### config.mk
export PLATFORM = sky130hd
export DESIGN_NAME = result_writeback_flat
export DESIGN_NICKNAME = d
export VERILOG_FILES = /design/src/rtl/matmul_pkg.sv /design/src/rtl/result_writeback_if.sv /design/src/rtl/result_writeback_sat_accumulator.sv /design/src/rtl/result_writeback.sv /design/src/flat_wrapper.sv
export SDC_FILE = /design/constraint.sdc
export NUM_CORES = 1
export LEC_CHECK = 0
export ABC_AREA = 1
export CAP_MARGIN = 5
export CORE_ASPECT_RATIO = 1.4
export CORE_MARGIN = 5
export CORE_UTILIZATION = 40
export DETAILED_ROUTE_END_ITERATION = 7
export SLEW_MARGIN = 10
export SYNTH_ARGS = -nofsm -noshare
export SYNTH_HDL_FRONTEND = slang
export SYNTH_SLANG_ARGS = --single-unit
### constraint.sdc
create_clock -name clk -period 3.3 [get_ports clk]
set_input_delay 0.66 -clock clk [delete_from_list [all_inputs] [get_ports clk]]
set_output_delay 0.66 -clock clk [all_outputs]
set_load 0.01 [all_outputs]
### src/rtl/matmul_pkg.sv
// Shared constants and types for the matmul result path.
// Packing into 32-bit words assumes DATA_WIDTH == 16.
package matmul_pkg;

    localparam int DATA_WIDTH     = 16;
    localparam int ARRAY_SIZE     = 16;
    localparam int OUT_ADDR_WIDTH = 11;
    localparam int ACC_GUARD      = 5;

    localparam logic signed [DATA_WIDTH-1:0] SAT_MAX = 16'sh7FFF;
    localparam logic signed [DATA_WIDTH-1:0] SAT_MIN = 16'sh8000;

    typedef enum logic [1:0] {
        IDLE  = 2'd0,
        RUN   = 2'd1,
        FLUSH = 2'd2,
        DONE  = 2'd3
    } wb_state_t;

    // Counter width able to hold 0..n-1, never narrower than one bit.
    function automatic int cnt_width(input int n);
        if (n < 2) begin
            return 1;
        end else begin
            return $clog2(n);
        end
    endfunction

endpackage

### src/rtl/result_writeback_if.sv
// Handshake and port-b bundle between the adder tree, result_writeback and output memory.
interface result_writeback_if #(
    parameter int DATA_WIDTH = matmul_pkg::DATA_WIDTH,
    parameter int ADDR_WIDTH = matmul_pkg::OUT_ADDR_WIDTH
);

    logic                  start;
    logic                  in_valid;
    logic [DATA_WIDTH-1:0] in_data;
    logic                  en_out;
    logic [3:0]            we_out;
    logic [ADDR_WIDTH-1:0] addr_out;
    logic [31:0]           din_out;
    logic                  busy;
    logic                  done;
    logic                  sat_flag;
    logic                  err_flag;

    modport slave (
        input  start, in_valid, in_data,
        output en_out, we_out, addr_out, din_out, busy, done, sat_flag, err_flag
    );

    modport master (
        output start, in_valid, in_data,
        input  en_out, we_out, addr_out, din_out, busy, done, sat_flag, err_flag
    );

endinterface

### src/rtl/result_writeback_sat_accumulator.sv
// Load/add accumulator with guard bits; clamps the running sum (including the
// current beat) to the signed DATA_WIDTH range and flags when clamping happens.
module sat_accumulator #(
    parameter int DATA_WIDTH = matmul_pkg::DATA_WIDTH,
    parameter int GUARD      = matmul_pkg::ACC_GUARD
) (
    input  logic                  clk,
    input  logic                  rst_n,
    input  logic                  clear,
    input  logic                  valid,
    input  logic                  load,
    input  logic [DATA_WIDTH-1:0] in_data,
    output logic [DATA_WIDTH-1:0] sum_sat,
    output logic                  sat
);

    localparam int AW = DATA_WIDTH + GUARD;
    localparam logic signed [AW-1:0] MAX_V = {{(GUARD + 1){1'b0}}, {(DATA_WIDTH - 1){1'b1}}};
    localparam logic signed [AW-1:0] MIN_V = {{(GUARD + 1){1'b1}}, {(DATA_WIDTH - 1){1'b0}}};

    logic signed [AW-1:0] acc;
    logic signed [AW-1:0] ext;
    logic signed [AW-1:0] next_acc;

    // Sum with the current beat folded in, so completion needs no extra cycle.
    always_comb begin
        ext = {{GUARD{in_data[DATA_WIDTH-1]}}, in_data};
        if (load) begin
            next_acc = ext;
        end else begin
            next_acc = acc + ext;
        end
    end

    // Clamp to the representable element range.
    always_comb begin
        sum_sat = next_acc[DATA_WIDTH-1:0];
        sat     = 1'b0;
        if (next_acc > MAX_V) begin
            sum_sat = MAX_V[DATA_WIDTH-1:0];
            sat     = 1'b1;
        end else if (next_acc < MIN_V) begin
            sum_sat = MIN_V[DATA_WIDTH-1:0];
            sat     = 1'b1;
        end else begin
            sum_sat = next_acc[DATA_WIDTH-1:0];
            sat     = 1'b0;
        end
    end

    // Accumulator register.
    always_ff @(posedge clk or negedge rst_n) begin
        if (!rst_n) begin
            acc <= {AW{1'b0}};
        end else if (clear) begin
            acc <= {AW{1'b0}};
        end else if (valid) begin
            acc <= next_acc;
        end
    end

endmodule

### src/rtl/result_writeback.sv
// Accumulates PASSES partial sums per element, saturates, packs element pairs
// into 32-bit words and writes them to output memory port b; pulses done at end of run.
module result_writeback #(
    parameter int DATA_WIDTH  = matmul_pkg::DATA_WIDTH,
    parameter int ADDR_WIDTH  = matmul_pkg::OUT_ADDR_WIDTH,
    parameter int NUM_RESULTS = 4096,
    parameter int PASSES      = 1
) (
    input  logic               clk,
    input  logic               rst_n,
    result_writeback_if.slave  bus
);

    import matmul_pkg::*;

    localparam int PW = cnt_width(PASSES);
    localparam int EW = cnt_width(NUM_RESULTS);
    localparam logic [PW-1:0] PASS_LAST = PW'(PASSES - 1);
    localparam logic [EW-1:0] ELEM_LAST = EW'(NUM_RESULTS - 1);

    wb_state_t             state;
    wb_state_t             next_state;
    logic [PW-1:0]         pass_cnt;
    logic [EW-1:0]         elem_cnt;
    logic [ADDR_WIDTH-1:0] word_addr;
    logic [DATA_WIDTH-1:0] held_even;
    logic [DATA_WIDTH-1:0] sum_sat;
    logic                  sat;
    logic                  accept;
    logic                  elem_done;
    logic                  last_elem;
    logic                  run_start;
    logic                  first_pass;

    sat_accumulator #(
        .DATA_WIDTH (DATA_WIDTH),
        .GUARD      (ACC_GUARD)
    ) u_acc (
        .clk     (clk),
        .rst_n   (rst_n),
        .clear   (run_start),
        .valid   (accept),
        .load    (first_pass),
        .in_data (bus.in_data),
        .sum_sat (sum_sat),
        .sat     (sat)
    );

    // Beat acceptance and element/run completion decode.
    always_comb begin
        run_start  = (state == IDLE) && bus.start;
        accept     = (state == RUN) && bus.in_valid;
        first_pass = (pass_cnt == {PW{1'b0}});
        elem_done  = accept && (pass_cnt == PASS_LAST);
        last_elem  = elem_done && (elem_cnt == ELEM_LAST);
    end

    // State register.
    always_ff @(posedge clk or negedge rst_n) begin
        if (!rst_n) begin
            state <= IDLE;
        end else begin
            state <= next_state;
        end
    end

    // Next-state logic.
    always_comb begin
        next_state = state;
        case (state)
            IDLE: begin
                if (bus.start) begin
                    next_state = RUN;
                end else begin
                    next_state = IDLE;
                end
            end
            RUN: begin
                if (last_elem) begin
                    next_state = FLUSH;
                end else begin
                    next_state = RUN;
                end
            end
            FLUSH:   next_state = DONE;
            DONE:    next_state = IDLE;
            default: next_state = IDLE;
        endcase
    end

    // Pass/element counters, write address and even-element holding register.
    always_ff @(posedge clk or negedge rst_n) begin
        if (!rst_n) begin
            pass_cnt  <= {PW{1'b0}};
            elem_cnt  <= {EW{1'b0}};
            word_addr <= {ADDR_WIDTH{1'b0}};
            held_even <= {DATA_WIDTH{1'b0}};
        end else if (run_start) begin
            pass_cnt  <= {PW{1'b0}};
            elem_cnt  <= {EW{1'b0}};
            word_addr <= {ADDR_WIDTH{1'b0}};
        end else if (elem_done) begin
            pass_cnt <= {PW{1'b0}};
            elem_cnt <= last_elem ? {EW{1'b0}} : elem_cnt + EW'(1);
            if (elem_cnt[0]) begin
                word_addr <= word_addr + ADDR_WIDTH'(1);
            end else begin
                held_even <= sum_sat;
            end
        end else if (accept) begin
            pass_cnt <= pass_cnt + PW'(1);
        end
    end

    // Registered port-b write and status outputs; the write lands one cycle after the odd element.
    always_ff @(posedge clk or negedge rst_n) begin
        if (!rst_n) begin
            bus.en_out   <= 1'b0;
            bus.we_out   <= 4'h0;
            bus.addr_out <= {ADDR_WIDTH{1'b0}};
            bus.din_out  <= 32'h0000_0000;
            bus.busy     <= 1'b0;
            bus.done     <= 1'b0;
            bus.sat_flag <= 1'b0;
            bus.err_flag <= 1'b0;
        end else begin
            if (elem_done && elem_cnt[0]) begin
                bus.en_out   <= 1'b1;
                bus.we_out   <= 4'hF;
                bus.addr_out <= word_addr;
                bus.din_out  <= 32'({sum_sat, held_even});
            end else begin
                bus.en_out <= 1'b0;
                bus.we_out <= 4'h0;
            end
            bus.busy <= (next_state != IDLE);
            bus.done <= (next_state == DONE);
            if (run_start) begin
                bus.sat_flag <= 1'b0;
            end else if (elem_done && sat) begin
                bus.sat_flag <= 1'b1;
            end
            // A stray beat outside RUN wins over the clear from a simultaneous start.
            if (bus.in_valid && (state != RUN)) begin
                bus.err_flag <= 1'b1;
            end else if (run_start) begin
                bus.err_flag <= 1'b0;
            end
        end
    end

endmodule

### src/flat_wrapper.sv
// flat-port wrapper written by rule: the top's interface ports become plain ports
module result_writeback_flat import matmul_pkg::*;
#(
    parameter int DATA_WIDTH  = matmul_pkg::DATA_WIDTH,
    parameter int ADDR_WIDTH  = matmul_pkg::OUT_ADDR_WIDTH,
    parameter int NUM_RESULTS = 4096,
    parameter int PASSES      = 1
)
  (clk, rst_n, bus_start, bus_in_valid, bus_in_data, bus_en_out, bus_we_out, bus_addr_out, bus_din_out, bus_busy, bus_done, bus_sat_flag, bus_err_flag);
  result_writeback_if #(.DATA_WIDTH(DATA_WIDTH), .ADDR_WIDTH(ADDR_WIDTH)) bus_i ();
  input  logic clk;
  input  logic rst_n;
  input wire logic [$bits(bus_i.start)-1:0] bus_start;
  input wire logic [$bits(bus_i.in_valid)-1:0] bus_in_valid;
  input wire logic [$bits(bus_i.in_data)-1:0] bus_in_data;
  output wire logic [$bits(bus_i.en_out)-1:0] bus_en_out;
  output wire logic [$bits(bus_i.we_out)-1:0] bus_we_out;
  output wire logic [$bits(bus_i.addr_out)-1:0] bus_addr_out;
  output wire logic [$bits(bus_i.din_out)-1:0] bus_din_out;
  output wire logic [$bits(bus_i.busy)-1:0] bus_busy;
  output wire logic [$bits(bus_i.done)-1:0] bus_done;
  output wire logic [$bits(bus_i.sat_flag)-1:0] bus_sat_flag;
  output wire logic [$bits(bus_i.err_flag)-1:0] bus_err_flag;
  assign bus_i.start = bus_start;
  assign bus_i.in_valid = bus_in_valid;
  assign bus_i.in_data = bus_in_data;
  assign bus_en_out = bus_i.en_out;
  assign bus_we_out = bus_i.we_out;
  assign bus_addr_out = bus_i.addr_out;
  assign bus_din_out = bus_i.din_out;
  assign bus_busy = bus_i.busy;
  assign bus_done = bus_i.done;
  assign bus_sat_flag = bus_i.sat_flag;
  assign bus_err_flag = bus_i.err_flag;
  result_writeback #(.DATA_WIDTH(DATA_WIDTH), .ADDR_WIDTH(ADDR_WIDTH), .NUM_RESULTS(NUM_RESULTS), .PASSES(PASSES)) u_core (.clk(clk), .rst_n(rst_n), .bus(bus_i));
endmodule
==> reports/metrics.cfg <==
[clock_tree]
clock_sinks = 111
cts-root-buf = clkbuf_16
cts_hold_buffers = 0
clkTransAtPathRegs_ns = 0.07
cts_setup_buffers = 0
cts-resized-gates = 0
cts_tree = built
cts_max_level = 3
numCtsBuffers = 9
insertion_delay_ns = 0.35
clk_path_buf_depth = 2

[logic_synthesis]
ys_seq_area_share_pct = 45.10
postSynthAreaPerCell_um2 = 7.271
yosys.area_share.simple_pct = 33.89
synth_top_area_cell = dfrtp_1
yosysUniqueCellTypes = 33
syn_nets = 890
synth_top_family_by_area = simple AND/OR/NAND/NOR gates
synthAdderAreaFrac_pct = 4.795
ys.warnings.count = 0
synthMuxAreaShare_pct = 0
netlist_instances = 847
synth-compound-area-share_pct = 6.542
netlist.area_leader.share_pct = 45.10
ys_seq_elements = 111
netlist_area_um2 = 6158
synthXorXnorAreaFrac_pct = 1.991
synth_top_cells_by_area = dfrtp_1 (45%), nand2_1 (23%), inv_1 (5.2%)

[sta]
slew_headroom_pct = 54.58
fin_crit_ns = 2.977
setup_viol = 0
final.period_utilization_pct = 90.22
finClkSkew_ns = 0.008914
holdWs_ns = 0.3479
drv_slew = 0
timing.setup.tns_ns = 0
fin_ws_ns = 0.3226
rsz0062_at_grt = no
tightest_slew_ns = 0.6813
timing.fmax_mhz = 335.9
hold_viol = 0

[setup_path]
worst_r2r_path_depth = 20
arrival_ns = 3.21
crit_required_ns = 3.54
cp-start-kind = input pin
critical_path_class = input pin to flop
crit_path_end_kind = flop
worstPathMaxFanout = 10
critical_path.startpoint = bus_in_data[0]
rr_startpoint = u_core.u_acc.acc[0]

[floorplan]
dieArea_um2 = 18010
num_rows = 53
start_util_pct = 40.91
fp.dieH_um = 156.8
ios = 72
core_area_um2 = 15050
dieWidth_um = 114.9

[detailed_routing]
num_vias = 5410
post_drt_wl_per_cell_um = 13.16
ant_nets = 0
routed_via_density = 4.779
drt_iter0_drc = 291
routed_wl_um = 14900
route.detailed.drc = 0
drt-pass1-iter-count = 4

[finish]
final_net_count = 979
final_common_cell = nand2_1
diodes = 0
fin_cells = 1132
area_delta_synth_final_pct = 22.65
drive_gt1_share_pct = 8.404
layout_common_cells = nand2_1 (372), dfrtp_1 (111), inv_1 (85), clkdlybuf4s50_1 (70), nand3_1 (46)
fill_cells = 1529
fin_area_um2 = 7553

[global_route]
grt_pass1_vias = 5368
grt_pass1_wl_um = 25360
grt_max_degree = 57
antenna_found_initial = 0
gr-total-overflow = 0
track_usage_pct = 17.32

[place]
place_congestion = 0.8754
dp_slack_ns = -0.04502
portBuffers = 71
placed_cells = 1117
hpwl_um = 11180
post_dp_cell_area_um2 = 7271

[hold_path]
hp-class = input pin to async pin

[pwr]
p_leak_nw = 3.958
power_density_nw_per_um2 = 627.8
vdd_ir_drop_max_uv = 302.1

[run]
cap_viol_max_count = 0

[outcome]
status = finished, final reports clean

where the power goes:
group          internal [W]  switching (W)  leakage [nW]  total [W]
registers           0.00175       0.000229          1.40    0.00197
logic              0.000833       0.000894          2.42    0.00173
clock network      0.000520       0.000519         0.131    0.00104
critical path, cell delays in order:
cell and delay, ns:
clkdlybuf4s50_1 0.51, ha_1 0.18, inv_1 0.05, fa_1 0.39, inv_1 0.09, nand3_1 0.08, nand2_2 0.08, nand2_1 0.06
nand2_2 0.07, nand2_2 0.06, nand2_1 0.06, nand2_1 0.04, nand3_1 0.05, nand2_1 0.09, a21oi_1 0.13, nand4_1 0.11
nand2_2 0.17, buf_12 0.16, nand2_2 0.06, nand2_1 0.06, nand2_1 0.05
synthesized netlist by cell type:
cell,number
xor2_1,10
nand3_2,1
ha_1,22
clkbuf_1,19
dfrtp_1,111
a211oi_1,1
nor3b_1,2
nor2_2,3
nor4_1,3
a21boi_2,1
nand3_1,46
nand4_1,8
inv_1,85
nor2_4,1
buf_2,3
nor2_1,37
nand2_2,16
inv_2,3
fa_1,1
xnor2_1,4
nand3b_1,1
a21oi_1,28
and3_1,1
clkinv_1,1
o21ai_0,38
o21bai_1,2
nor3_1,12
buf_6,2
o31ai_1,1
a31oi_1,5
nor3_2,2
nand2_1,373
buf_4,4
area by class of cell:
cell class	count	area [um^2]	area share [%]
multi-input combinational	619	2910	38.53
inverter	89	334.1	4.423
clock buffer	9	225.2	2.982
timing repair buffer	106	1008	13.35
tap	192	240.2	3.180
sequential	111	2778	36.77
clock inverter	6	57.56	0.7620
per-layer routing:
| layer | track usage, % | vias up | part of all wire (%) | routed length, um |
|---|---|---|---|---|
| met2 | 29.69 | 93 | 49 | 7287 |
| met4 | 6.040 | 0 | 2.3 | 350 |
| met3 | 2.631 | 25 | 3.3 | 488 |
| li1 | - | 2827 | - | - |
| met5 | 0 | - | 0 | 0 |
| met1 | 22.11 | 2465 | 45 | 6775 |
registers in the layout (all words and copies together) (netlist names), 2 cells and up:
register	count
u_core.elem_cnt	12
u_core.bus.din_out	32
u_core.held_even	16
u_core.bus.addr_out	11
u_core.state	2
u_core.word_addr	11
u_core.u_acc.acc	21
cell families after synthesis:
logic type                 after synthesis
buffers and inverters                  117
adders and majority gates               23
and+or+nand+nor                        506
xor gates and xnor gates                14
DFF                                    111
AOI/OAI and AO/OA                       76
worst paths after layout:
path | end | slack [ns]
min in group clk | u_core.bus.done | 0.44
worst min register to register | u_core.bus.done | 0.44
worst min-delay path | u_core.u_acc.acc[11] | 0.35
worst max register to register | u_core.bus.din_out[30] | 0.80
worst max-delay path | u_core.bus.din_out[30] | 0.32
max in group asynchronous | u_core.bus.we_out[2] | 2.14
stage by stage:
step | power (W) | utilization (%)
floorplan | 0.002922 | -
global placement | 0.003735 | 48.30
detailed placement | 0.003753 | 48.30
CTS | 0.004818 | 50.18
global route | 0.005119 | 50.18
finish | 0.004742 | 50.18
Note: power is estimated with default switching activity, not from simulation.
